File: config.mk
export PLATFORM = sky130hd
export DESIGN_NAME = shift_arbiter
export DESIGN_NICKNAME = d
export VERILOG_FILES = /design/src/rtl/shift_arb_pkg.sv /design/src/rtl/shift.sv /design/src/rtl/shift_arbiter.sv
export SDC_FILE = /design/constraint.sdc
export NUM_CORES = 1
export LEC_CHECK = 0
export ABC_CLOCK_PERIOD_IN_PS = 2800
export BUFFER_PORTS_ARGS = -buffer_cell sky130_fd_sc_hd__buf_2
export CAP_MARGIN = 20
export CELL_PAD_IN_SITES_DETAIL_PLACEMENT = 2
export CELL_PAD_IN_SITES_GLOBAL_PLACEMENT = 2
export CORE_ASPECT_RATIO = 0.6
export CORE_MARGIN = 4
export CORE_UTILIZATION = 35
export CTS_CLUSTER_SIZE = 10
export DETAILED_ROUTE_END_ITERATION = 10
export GPL_TIMING_DRIVEN = 0
export PLACE_DENSITY_LB_ADDON = 0.1
export SYNTH_ARGS = -nofsm -noshare
export SYNTH_HDL_FRONTEND = slang
export SYNTH_SLANG_ARGS = --single-unit
File: constraint.sdc
create_clock -name clk -period 2.8 [get_ports clk]
set_clock_uncertainty 0.05 [all_clocks]
set_input_delay 0.56 -clock clk [delete_from_list [all_inputs] [get_ports clk]]
set_output_delay 0.56 -clock clk [all_outputs]
set_load 0.01 [all_outputs]
File: src/rtl/shift_arb_pkg.sv
// Purpose : shared FSM encoding, requester ids and operand bundle for shift_arbiter.
// Latency : n/a (types and constants only).
// Backpr. : n/a.
//
// Contents: state_t (S_IDLE/S_EXEC/S_RESP), RQ0/RQ1 ids, OP_W operand bundle
//           width and the op_t packed operand bundle.
package shift_arb_pkg;

   typedef enum logic [1:0] {
      S_IDLE = 2'd0,
      S_EXEC = 2'd1,
      S_RESP = 2'd2
   } state_t;

   localparam logic RQ0 = 1'b0;
   localparam logic RQ1 = 1'b1;

   // data + shift amount + direction + arithmetic flag
   localparam int OP_W = 32 + 5 + 1 + 1;

   typedef struct packed {
      logic [31:0] d;
      logic [4:0]  sa;
      logic        right;
      logic        arith;
   } op_t;

endpackage

File: src/rtl/shift.sv
// Purpose : 32-bit combinational barrel shifter (left logical, right logical, right arithmetic).
// Latency : 0 cycles, purely combinational.
// Backpr. : none; output follows inputs.
//
// Ports   : d     in  32  data to shift
//           sa    in  5   shift amount (0 passes d unchanged)
//           right in  1   1 = shift right, 0 = shift left
//           arith in  1   1 = sign-fill on right shifts; ignored for left shifts
//           sh    out 32  shifted result
module shift (
   input  logic [31:0] d,
   input  logic [4:0]  sa,
   input  logic        right,
   input  logic        arith,
   output logic [31:0] sh
);

   always_comb begin
      if (!right) begin
         sh = d << sa;
      end else if (arith) begin
         sh = $unsigned($signed(d) >>> sa);
      end else begin
         sh = d >> sa;
      end
   end

endmodule

File: src/rtl/shift_arbiter.sv
// Purpose : shares one barrel shifter between two requesters with round-robin arbitration.
// Latency : accept at edge k, res_valid after edge k+1; at most one op per 2 cycles.
// Backpr. : result held stable until res_ready; no grant while a result is unaccepted.
//
// Ports   : clk, rst (synchronous, active-high)
//           rqN_valid/rqN_ready handshake, rqN_d/rqN_sa/rqN_right/rqN_arith/rqN_tag operands (N=0,1)
//           res_valid/res_ready handshake, res_data, res_id, res_tag result
// Config  : SHIFT_ARB_FIXED_PRIO_EN defined -> requester 0 always wins contention
//           (no last_grant state, requester 1 may starve); undefined -> round-robin.
module shift_arbiter
   import shift_arb_pkg::*;
#(
   parameter int TAG_W = 4
) (
   input  logic             clk,
   input  logic             rst,

   input  logic             rq0_valid,
   output logic             rq0_ready,
   input  logic [31:0]      rq0_d,
   input  logic [4:0]       rq0_sa,
   input  logic             rq0_right,
   input  logic             rq0_arith,
   input  logic [TAG_W-1:0] rq0_tag,

   input  logic             rq1_valid,
   output logic             rq1_ready,
   input  logic [31:0]      rq1_d,
   input  logic [4:0]       rq1_sa,
   input  logic             rq1_right,
   input  logic             rq1_arith,
   input  logic [TAG_W-1:0] rq1_tag,

   output logic             res_valid,
   input  logic             res_ready,
   output logic [31:0]      res_data,
   output logic             res_id,
   output logic [TAG_W-1:0] res_tag
);

   state_t           state;
   state_t           state_nxt;

   logic [OP_W-1:0]  op_q;
   logic             op_id_q;
   logic [TAG_W-1:0] op_tag_q;
   op_t              op_cur;
   op_t              grant_op;
   logic [31:0]      sh;

   logic             can_grant;
   logic             gnt0;
   logic             gnt1;
   logic             grant;

   // A new op can only enter when nothing is in flight, or when the held
   // result leaves this very cycle; rst gating keeps both readies low in reset.
   assign can_grant = !rst && ((state == S_IDLE) || ((state == S_RESP) && res_ready));

`ifdef SHIFT_ARB_FIXED_PRIO_EN
   always_comb begin
      gnt0 = can_grant && rq0_valid;
      gnt1 = can_grant && rq1_valid && !rq0_valid;
   end
`else
   logic last_grant;

   // On contention requester 1 wins only if requester 0 was granted last.
   always_comb begin
      gnt1 = can_grant && rq1_valid && (!rq0_valid || (last_grant == RQ0));
      gnt0 = can_grant && rq0_valid && !gnt1;
   end

   always_ff @(posedge clk) begin
      if (rst) begin
         last_grant <= RQ1;
      end else if (gnt0 || gnt1) begin
         last_grant <= gnt1 ? RQ1 : RQ0;
      end
   end
`endif

   assign grant     = gnt0 || gnt1;
   assign rq0_ready = gnt0;
   assign rq1_ready = gnt1;
   assign res_valid = (state == S_RESP);

   always_comb begin
      grant_op = '0;
      if (gnt1) begin
         grant_op.d     = rq1_d;
         grant_op.sa    = rq1_sa;
         grant_op.right = rq1_right;
         grant_op.arith = rq1_arith;
      end else begin
         grant_op.d     = rq0_d;
         grant_op.sa    = rq0_sa;
         grant_op.right = rq0_right;
         grant_op.arith = rq0_arith;
      end
   end

   always_comb begin
      state_nxt = state;
      case (state)
         S_IDLE:  if (grant) state_nxt = S_EXEC;
         S_EXEC:  state_nxt = S_RESP;
         S_RESP:  if (res_ready) state_nxt = grant ? S_EXEC : S_IDLE;
         default: state_nxt = S_IDLE;
      endcase
   end

   always_ff @(posedge clk) begin
      if (rst) begin
         state    <= S_IDLE;
         op_q     <= '0;
         op_id_q  <= RQ0;
         op_tag_q <= '0;
         res_data <= '0;
         res_id   <= RQ0;
         res_tag  <= '0;
      end else begin
         state <= state_nxt;
         if (grant) begin
            op_q     <= grant_op;
            op_id_q  <= gnt1 ? RQ1 : RQ0;
            op_tag_q <= gnt1 ? rq1_tag : rq0_tag;
         end
         if (state == S_EXEC) begin
            res_data <= sh;
            res_id   <= op_id_q;
            res_tag  <= op_tag_q;
         end
      end
   end

   assign op_cur = op_t'(op_q);

   shift u_shift (
      .d     (op_cur.d),
      .sa    (op_cur.sa),
      .right (op_cur.right),
      .arith (op_cur.arith),
      .sh    (sh)
   );

endmodule
# [After elaboration in Yosys (flattened, before gate mapping)]
# Cells that the tools add are included.
[word_totals] wordCells=39 in_bits=91 out_inout_bits=40 reg_bits=84
[op_classes] n_eq_ne=4 shift=3 reduce_logical=14 bitwise_logic=1 muxes=9
[ops] operator="32-bit 2-to-1 mux" n=2
[ops] operator="39-bit 2-to-1 mux" n=1
[ops] operator="32-bit by 5-bit left shift with 32-bit output" n=1
[ops] operator="32-bit by 5-bit right shift with 32-bit output" n=1
[ops] operator="32-bit by 5-bit >>> shifter with 32-bit output" n=1
[ops] operator="1-bit logical AND" n=6
[ops] operator="2-bit case mux with 3 select lines" n=1
[ops] operator="2-bit 2-to-1 mux" n=2
[ops] operator="4-bit 2-to-1 mux" n=1
[ops] operator="1-bit logical NOT" n=3
[ops] operator="1-bit logical OR" n=3
[ops] operator="2-bit by 1-bit equality test with 1-bit output, second input constant" n=1
[ops] operator="2-bit equality test, second input constant" n=1
[ops] operator="2-bit logical NOT" n=1
[ops] operator="1-bit 2-to-1 mux" n=2
[ops] operator="2-bit by 1-bit != test with 1-bit output, second input constant" n=1
[ops] operator="2-bit != test, second input constant" n=1
[ops] operator="2-bit AND reduction" n=1
[ops] operator="1-bit NOT" n=1

# [Longest topological paths before layout]
# Gate-level depths: netlist of the first run.
[logic_depth] depth_word=12 ltp_mapped=9 ltp_nobuf=5

# [Modules after synthesis]
# Synthesis of the first run repeated with hierarchy kept, for this count alone.
[unflattened] hier_cells=967 hier_area_um2=7941.4
[by_module_without_submodules] module="shift" cells_each=513 instances=1 area_each_um2=4080.2 seq_area_each_um2=0.0
[by_module_without_submodules] module="shift_arbiter" cells_each=454 instances=1 area_each_um2=3861.2 seq_area_each_um2=1681.6

# [Worst setup path after synthesis of the first run]
# Ideal clock, no wire load.
[synth_path] path_kind="input -> output" start="in res_ready" end="out rq0_ready" path_buffers=2 t_arrival_ns=1.833 setup_slack_ns=0.357 required_time_ns=2.190 stages=6 cell_sequence="inv_1 -> a211oi_1 -> nand3_1 -> buf_2 -> buf_1 -> and3_1"
[synth_between] elab_chain_cells=7 elab_cells_between_ends=8 classes_between="reduce/logical: 8"
[synth_lines] item="from (decl)" line_no="shift_arbiter.sv:35" rtl="input logic res_ready,"
[synth_lines] item="1-bit logical AND *" line_no="shift_arbiter.sv:58" rtl="assign can_grant = !rst && ((state == S_IDLE) || ((state == S_RESP) && res_ready));"
[synth_lines] item="1-bit logical OR *" line_no="shift_arbiter.sv:58"
[synth_lines] item="1-bit logical AND *" line_no="shift_arbiter.sv:58"
[synth_lines] item="1-bit logical AND (2 in series)" line_no="shift_arbiter.sv:70" rtl="gnt1 = can_grant && rq1_valid && (!rq0_valid || (last_grant == RQ0));"
[synth_lines] item="1-bit logical NOT" line_no="shift_arbiter.sv:71" rtl="gnt0 = can_grant && rq0_valid && !gnt1;"
[synth_lines] item="1-bit logical AND *" line_no="shift_arbiter.sv:71"
[synth_lines] item="to (decl)" line_no="shift_arbiter.sv:19" rtl="output logic rq0_ready,"
# Every way passes the cells marked *; elsewhere a longest branch is shown, timed or not.

# [Worst setup path after layout of the first run]
[layout_path] start="reg op_q[4] (netlist: op_cur[4])" end="reg res_data[26]"
[layout_between] elab_chain_cells=3 elab_cells_between_ends=5 classes_between="shift: 3; mux: 2"
[layout_lines] item="from (decl)" line_no="shift_arbiter.sv:44" rtl="logic [OP_W-1:0] op_q;"
[layout_lines] item="from (signal assigned)" line_no="shift_arbiter.sv:125" rtl="op_q <= grant_op;"
[layout_lines] item="32-bit by 5-bit right shift with 32-bit output / 32-bit by 5-bit >>> shifter with 32-bit output (equally long branches)" line_no="shift.sv:24, shift.sv:22"
[layout_lines] item="32-bit 2-to-1 mux" line_no="shift.sv:21" rtl="end else if (arith) begin"
[layout_lines] item="32-bit 2-to-1 mux *" line_no="shift.sv:19" rtl="if (!right) begin"
[layout_lines] item="to (signal assigned)" line_no="shift_arbiter.sv:130" rtl="res_data <= sh;"
[layout_lines] item="to (decl)" line_no="shift_arbiter.sv:36" rtl="output logic [31:0] res_data,"
# Marks and branches as above.
# A chain may end at the register's enable or synchronous reset.

==> summary by stage, run 1 <==
CTS
The longest clock path from root to sink contains 2 buffers. The total number of H-tree levels is 3. The clock-pin slew on the worst setup and hold paths is 0.07 ns.

The clock latency reported for the late side of the worst-skew pair is 0.37 ns. The clock tree from TritonCTS is yes. The number of buffers created by CTS is 9. The library cell used as clock root buffer is sky130_fd_sc_hd__clkbuf_16.

Buffers inserted to repair hold after CTS numbered 0. The clock sink total is 84.

Worst setup path
Data arrives at the worst endpoint at 3.11 ns. The type of the worst setup path is reg -> reg. For the worst setup path, the data required time is just over 3 ns. The type of element launching the critical path is a flop.

The largest fanout on the critical path is 19. The worst setup path is captured at a flop.

STA
Setup violations remaining at the end of the flow were counted as 2. For the pin with the worst max-slew slack, the measured transition is 1.10 ns. The final number of hold-violating endpoints is 0. In the finished design, the share of the clock period the worst path needs comes to 103%. The least setup slack across all paths after layout is -0.0845 ns. The highest attainable clock frequency is 347 MHz. The final count of pins violating max slew is 0. The worst path in the final design needs a cycle of 2.88 ns, including I/O delays and setup. Headroom to the max-slew limit came out at 26.3%. Setup repair after global routing could not meet its margin everywhere.

GRT
The number of global-route vias before repair came to 9707. The initial antenna violation count is 1. The global-route wire length before repair is 70400 um. The total overflow left after global routing is 0.

The overall routing resource usage is 37.2%. Entering global routing, the biggest net connects 20 pins.

Power and ir drop
VDD sags by at most 0.000321 V. The static power due to leakage is 3.75 nW. Of the total power, the share spent switching nets is 44.4%. Per report_power, the clock group accounts for 26.0% of the total. The internal power is ~2.9 mW. In this run the power density over the cells is 545 nW/um2. The net switching component of the power is approximately 2.3 mW. Power comes to around 5.3 mW.

The share of power burned in registers is a little over a quarter. The combinational cell fraction of total power is 47.5%.

Routing
For this block, the routed nets add up to a little under 50000 um of wire. Dividing the detail-routed wire length by the instance count gives ~35 um. After detailed routing, the number of vias per cell comes to 6.91. After detailed routing, the number of remaining DRC violations is 0. The detail route stage leaves a number of antenna-violating nets equal to 0. The initial DRC count is 1442. The pre-antenna-repair detailed-routing pass consisted of 5 iterations. Detailed routing inserted a total of 9697 vias.

Placed design
The pre-CTS setup slack is -0.630 ns. The count of input and output buffers is between 100 and 150. Summed over all nets, the half-perimeter wirelength after detailed placement is 39400 um. The number of placed instances, taps included is 1387. At the end of routability-driven placement, the weighted congestion stood at 1.07.

The total placed instance area is 9170 um2.

Finish
The finished cells cover 9660 um2. For this run, the post-layout net count is 1180. The area growth from synthesis to layout is 18.8%. The finished layout holds 1403 standard cells, fillers aside. The share of cells above drive strength 1 is just over 30%. Cells fill between 40% and 50% of the core in the end. After filler insertion, the fill cell instance count of the layout stands at 2573.

Floorplanning
The floorplan has 42 rows. The starting density of the core is 36.2%. In this run the standard cell core region covers between 20000 and 25000 um2. The die covers around 26000 um2. In this run the horizontal extent of the chip is 205 um. The total I/O pin count is between 100 and 150. From bottom edge to top edge, the die measures 126 um.

Yosys
The post-synthesis sequential area ratio is 20.7%. The synthesized instance count is 949. The number of flip-flops and latches in the synthesized netlist is between 80 and 90. By area the synthesized netlist is led by sky130_fd_sc_hd__dfxtp_1 (21%), sky130_fd_sc_hd__mux4_2 (17%), sky130_fd_sc_hd__mux2i_1 (11%). After synthesis, the mean cell area works out to 8.57 um2. For this run, the leading register cell type out of synthesis is sky130_fd_sc_hd__dfxtp_1. Summed over all instances, the cell type with the most area after synthesis is sky130_fd_sc_hd__dfxtp_1.

After synthesis the cells add up to 8130 um2. The count of warnings emitted by yosys is 0. The number of nets handed over by synthesis was 1040. Counting flops with an async set or reset pin after synthesis yields a share of 0%. Yosys mapped a number of flops with a built-in enable equal to 0. Counting distinct cell types in the post-synthesis netlist gives 65. The share of the synthesized area in the top cell type is between 20% and 30%.

Worst hold path
The worst min-delay path class is reg -> reg.

Flow run
The tool flagged a number of max-cap violations equal to 0.

Outcome
The flow ran to the end, but the final reports show violations. The final reports fail on negative setup slack.
## per-layer routing
metal  up-vias  wire (um)  track usage (%)
met2       745      19000             49.2
met4         2       1210             8.70
met3        87       7320             16.0
met1      4939      21700             55.3
li1       3924          -                -
met5         -         13                0
## stage by stage
step / setup TNS (ns) / hold WS [ns]
after floorplan: 0 / 0.382
after global placement: -9.26 / 0.394
after detailed placement: -15.65 / 0.402
after CTS: 0 / 0.412
after global routing: -0.123 / 0.441
final: -0.118 / 0.408
## cells in the mapped netlist (12+ instances only)
cell type,number
sky130_fd_sc_hd__nor2_1,122
sky130_fd_sc_hd__nor3_1,29
sky130_fd_sc_hd__dfxtp_1,84
sky130_fd_sc_hd__nor2b_1,15
sky130_fd_sc_hd__a211oi_1,62
sky130_fd_sc_hd__o21ai_0,27
sky130_fd_sc_hd__mux4_2,60
sky130_fd_sc_hd__a31oi_1,16
sky130_fd_sc_hd__mux2i_1,89
sky130_fd_sc_hd__clkbuf_1,64
sky130_fd_sc_hd__mux2_2,35
sky130_fd_sc_hd__a21oi_1,38
sky130_fd_sc_hd__buf_4,12
sky130_fd_sc_hd__o22ai_1,19
sky130_fd_sc_hd__a311oi_1,19
sky130_fd_sc_hd__nand2_1,61
sky130_fd_sc_hd__nand3_1,15
sky130_fd_sc_hd__buf_2,28
## flip-flops by register name (all words and copies together), names as in the netlist
register    flops
res_data       32
res_tag         4
op_tag_q        4
last_grant      1
state           2
op_id_q         1
op_cur         39
res_id          1
## final timing paths
path / start / end / slack [ns] / cells past startpoint
max: op_cur[4]$_SDFFE_PP0P_ / res_data[26]$_SDFFE_PP0N_ / -0.08 / 8
min reg2reg: res_tag[0]$_SDFFE_PP0N_ / res_tag[0]$_SDFFE_PP0N_ / 0.41 / 2
min: res_tag[0]$_SDFFE_PP0N_ / res_tag[0]$_SDFFE_PP0N_ / 0.41 / 2
max reg2reg: op_cur[4]$_SDFFE_PP0P_ / res_data[26]$_SDFFE_PP0N_ / -0.08 / 8
## power groups by stage
stage	combinational, mW	sequential, mW	clock (mW)
finish	2.50	1.40	1.37
global route	2.56	1.41	1.43
CTS	2.32	1.39	1.39
detailed placement	2.30	1.42	0
global placement	2.27	1.41	0
floorplan	1.35	1.41	0
## placed cells by master (no fill, tap or decap), types with 10 or more instances in the layout
| master | count |
|---|---|
| sky130_fd_sc_hd__buf_2 | 153 |
| sky130_fd_sc_hd__nor2_1 | 120 |
| sky130_fd_sc_hd__dfxtp_1 | 84 |
| sky130_fd_sc_hd__mux2i_1 | 83 |
| sky130_fd_sc_hd__nand2_1 | 61 |
| sky130_fd_sc_hd__clkbuf_1 | 60 |
| sky130_fd_sc_hd__mux4_2 | 60 |
| sky130_fd_sc_hd__a211oi_1 | 60 |
| sky130_fd_sc_hd__a21oi_1 | 36 |
| sky130_fd_sc_hd__mux2_2 | 35 |
| sky130_fd_sc_hd__nor3_1 | 27 |
| sky130_fd_sc_hd__o21ai_0 | 23 |
| sky130_fd_sc_hd__a311oi_1 | 19 |
| sky130_fd_sc_hd__o22ai_1 | 18 |
| sky130_fd_sc_hd__nand3_1 | 15 |
| sky130_fd_sc_hd__nor2b_1 | 15 |
| sky130_fd_sc_hd__a31oi_1 | 15 |
| sky130_fd_sc_hd__buf_4 | 14 |
| sky130_fd_sc_hd__nand2b_1 | 10 |
| sky130_fd_sc_hd__o211ai_1 | 10 |
## timing repair
item,in CTS,in global routing
gates resized for setup,14,37
buffers inserted,0,1
pin swaps,0,1
setup endpoints to repair,41,22
## critical path, stage by stage, from the launching register on
cell and delay, ns:
sky130_fd_sc_hd__dfxtp_1 0.33, sky130_fd_sc_hd__buf_6 0.17, sky130_fd_sc_hd__buf_4 0.27, sky130_fd_sc_hd__buf_4 0.28
sky130_fd_sc_hd__buf_4 0.35, sky130_fd_sc_hd__nand2_1 0.31, sky130_fd_sc_hd__nor4_1 0.55, sky130_fd_sc_hd__nor3_1 0.11
sky130_fd_sc_hd__o311ai_0 0.33
## area by class of cell
cell class	count	area (um2)	area share, %
clock inverter	7	98.8	1.02
buffer	121	633	6.55
multi-input combinational	734	5940	61.5
antenna	1	2.50	0.0259
inverter	8	30.0	0.311
tap	308	385	3.99
sequential	84	1680	17.4
timing repair buffer	131	658	6.81
clock buffer	9	225	2.33
## logic make-up after synthesis
logic type	Yosys count	synth area share [%]
simple gates	287	16.0
buf+inv	131	7.86
compound gates	260	22.5
mux	187	32.9
flops	84	20.7
No activity file was read; power rests on OpenSTA's default activity.
==> run 2, diff against run 1 <==
CORE_UTILIZATION = 34   (was 35)
SYNTH_HIERARCHICAL = 1   (was default)
==> summary by stage, run 2 <==
Outcome
The run finished, with violations left. The final reports fail on negative setup slack.

CTS
The library cell used as clock root buffer is sky130_fd_sc_hd__clkbuf_16. The total number of H-tree levels is 3 (unchanged). TritonCTS built the clock tree.

The clock sink total is 84 (unchanged). The clock latency reported for the late side of the worst-skew pair is 0.37 ns (about the same). The worst-case clock buffer depth is 2 (unchanged). The clock-pin slew on the worst setup and hold paths came to 0.07 ns (about the same). The number of buffers created by CTS is 9 (unchanged).

Yosys
sky130_fd_sc_hd__nand2_1 is the most common cell in the netlist. The async set or reset register ratio after synthesis is 0% (unchanged). The average footprint of a synthesized cell is 8.21 um2 (-4.2%).

The number of flip-flops and latches in the synthesized netlist is 84 (unchanged). The cell area after technology mapping is 7940 um2 (-2.4%). The count of warnings emitted by yosys was 6 (+6). By count the netlist is led by sky130_fd_sc_hd__nand2_1 (127), sky130_fd_sc_hd__dfxtp_1 (84), sky130_fd_sc_hd__nor2_1 (76), sky130_fd_sc_hd__a21oi_1 (68). For this run, the leading register cell type out of synthesis is sky130_fd_sc_hd__dfxtp_1. The count of cell types in the netlist is 71 (+9.2%). By area the synthesized netlist is led by sky130_fd_sc_hd__dfxtp_1 (21%), sky130_fd_sc_hd__mux4_2 (16%), sky130_fd_sc_hd__nand2_1 (6.0%). sky130_fd_sc_hd__dfxtp_1 takes more of the synthesized area than any other cell.

The share of the synthesized area in the top cell type is 21.2% (+0.50 points). The post-synthesis sequential area ratio is 21.2% (+0.50 points). The synthesized instance count is 967 (+1.9%). The post-synth net total was 1058 (+1.7%).

The number of enable flip-flop cells after synthesis is 0 (unchanged).

Routing
The number of design rule violations left after detail routing came to 0 (unchanged). The routed via count came to 9780 (+0.86%). The initial DRC count is 1015 (-30%). The average wire per standard cell is 32.8 um (-6.7%).

The number of nets still failing antenna checks after routing is 0 (unchanged). The count of TritonRoute iterations in the first routing pass is 5 (unchanged). The final wirelength is 46700 um (-5.2%). The number of vias per cell after detailed routing is 6.86 (-0.70%).

GRT
The overall routing resource usage is 35.0% (-2.2 points). The number of global-route vias before repair was 9906 (+2.1%). The initial antenna violation count came to 2 (+1). The total overflow reported by the global router is 0 (unchanged). The maximum number of pins on one net before global-route repair came to 16 (-20%).

The global-route wire length before repair is 67300 um (-4.3%).

Finish
The share of cells above drive strength 1 is 29.9% (-0.63 points). The number of nets in the layout is 1203 (+1.9%). From synthesis to final layout, the design area changed by 21.1%. Leaving out fill and tap cells, the most frequent cell in the layout is sky130_fd_sc_hd__buf_2. The number of flip-flops under the largest register name is 39 (unchanged). The post-route cell area is 9610 um2 (-0.47%). The filler cell count was 2625 (+2.0%). The library cells used most frequently in the layout, excluding fill and tap cells, are sky130_fd_sc_hd__buf_2 (164), sky130_fd_sc_hd__nand2_1 (125), sky130_fd_sc_hd__dfxtp_1 (84). The antenna cell count was 0 (-1).

STA
Setup repair after global routing could not meet its margin everywhere. The normalized max-slew margin is 37.4% (+11 points). The final number of hold-violating endpoints is 0 (unchanged). The ratio of final minimum period to clock period came to 102% (-0.93 points). The count of final setup violators was 5 (+3). The final count of pins violating max slew is 0 (unchanged). The total negative slack is -0.127 ns (-0.00932 ns).

The highest attainable clock frequency is 350 MHz (+0.91%). The least setup slack across all paths after layout was -0.0585 ns (+0.0260 ns). The hold slack is 0.404 ns (-0.00402 ns). The transition time of the tightest slew-check pin is 0.939 ns (-0.158 ns). The post-route minimum period came to 2.86 ns (-0.0260 ns).

Placed design
The pre-CTS setup slack is -0.483 ns (+0.147 ns). The weighted congestion at the end of routability-driven global placement is 1.04 (-3.0%). The total placed instance area is 8980 um2 (-2.1%). The count of input and output buffers is 130 (unchanged). The half-perimeter wire length after detailed placement is 36800 um (-6.6%).

Power and ir drop
The worst-case vdd ir drop is 0.000316 V (-1.7%). The overall power consumption came to 5.21 mW (-1.0%). The power density over the cells is 542 nW/um2 (-0.56%).

The static power due to leakage is 3.38 nW (-9.9%).

Floorplanning
The starting density of the core was 35.3% (-0.94 points). The area of the core region was 22500 um2 (+0.23%). The total I/O pin count was 131 (unchanged). The die outline area is 25900 um2 (+0.49%). The horizontal die dimension came to 205 um (+0.25%). The placement row count is 42 (unchanged). The die outline height is 126 um (+0.24%).

Worst hold path
The min-delay analysis places its worst path in the category reg -> reg.

Worst setup path
The largest fanout on the critical path came to 10 (-9). The arrival time of the worst setup path was 3.11 ns (about the same). The sort of element at the end of the critical path is a flop.

The worst setup path is launched from a flop. The critical path data required time is 3.05 ns (+0.03 ns). The worst setup path is of the reg -> reg kind.

Flow run
The max-cap check violation count came to 0 (unchanged).
run 2: per-stage QoR:
step,instances,util (%)
after CTS,1421,41.8
final,1425,42.7
after global placement,1405,39.9
after detailed placement,1405,39.9
after floorplan,967,-
after global routing,1425,42.7
run 2: cell type report:
| cell class | instances | area (um2) | area share, % |
|---|---|---|---|
| Buffer | 121 | 681 | 7.08 |
| Clock buffer | 10 | 229 | 2.38 |
| Clock inverter | 6 | 96.3 | 1.00 |
| Inverter | 9 | 35.0 | 0.364 |
| Multi-Input combinational cell | 753 | 5830 | 60.6 |
| Sequential cell | 84 | 1680 | 17.5 |
| Tap cell | 308 | 385 | 4.01 |
| Timing Repair Buffer | 134 | 681 | 7.08 |
run 2: final timing paths:
path                                start                         to  slack, ns  depth (start not counted)
hold reg to reg   res_tag[3]$_SDFFE_PP0N_    res_tag[3]$_SDFFE_PP0N_       0.40                          2
setup / recovery   op_cur[4]$_SDFFE_PP0P_  res_data[11]$_SDFFE_PP0N_      -0.06                          9
hold / removal    res_tag[3]$_SDFFE_PP0N_    res_tag[3]$_SDFFE_PP0N_       0.40                          2
setup reg to reg   op_cur[4]$_SDFFE_PP0P_  res_data[11]$_SDFFE_PP0N_      -0.06                          9
run 2: logic make-up after synthesis:
| group | synth area share (%) |
|---|---|
| compound gates | 27.9 |
| mux | 24.9 |
| buf+inv | 8.13 |
| simple gates | 17.9 |
| flops | 21.2 |
run 2: repair_timing:
action / CTS / global route
endpoints found under the setup margin: 25 / 27
pin swaps: 1 / 7
gates resized for setup: 27 / 55
hold buffers: 0 / 0
buffers inserted: 0 / 4
run 2: critical path: stages (launching register included):
cell and delay (ns):
sky130_fd_sc_hd__dfxtp_1 0.39, sky130_fd_sc_hd__inv_2 0.29, sky130_fd_sc_hd__buf_2 0.42, sky130_fd_sc_hd__clkbuf_2 0.44
sky130_fd_sc_hd__nor2_1 0.09, sky130_fd_sc_hd__a21oi_1 0.32, sky130_fd_sc_hd__o22ai_1 0.24, sky130_fd_sc_hd__nor2_1 0.31
sky130_fd_sc_hd__nand2_1 0.10, sky130_fd_sc_hd__a21oi_1 0.12
run 2: per-layer routing:
metal / up-vias / track usage, % / routed length, um
li1: 4089 / - / -
met1: 4983 / 50.5 / 20700
met2: 636 / 45.3 / 17800
met3: 70 / 18.2 / 7250
met4: 2 / 9.01 / 933
met5: - / 0 / 11
run 2: report_power, final:
part,switching [mW],leakage [nW],internal [mW]
sequential,0.164,0.688,1.29
clock,0.596,0.155,0.794
combinational,1.55,2.54,0.825
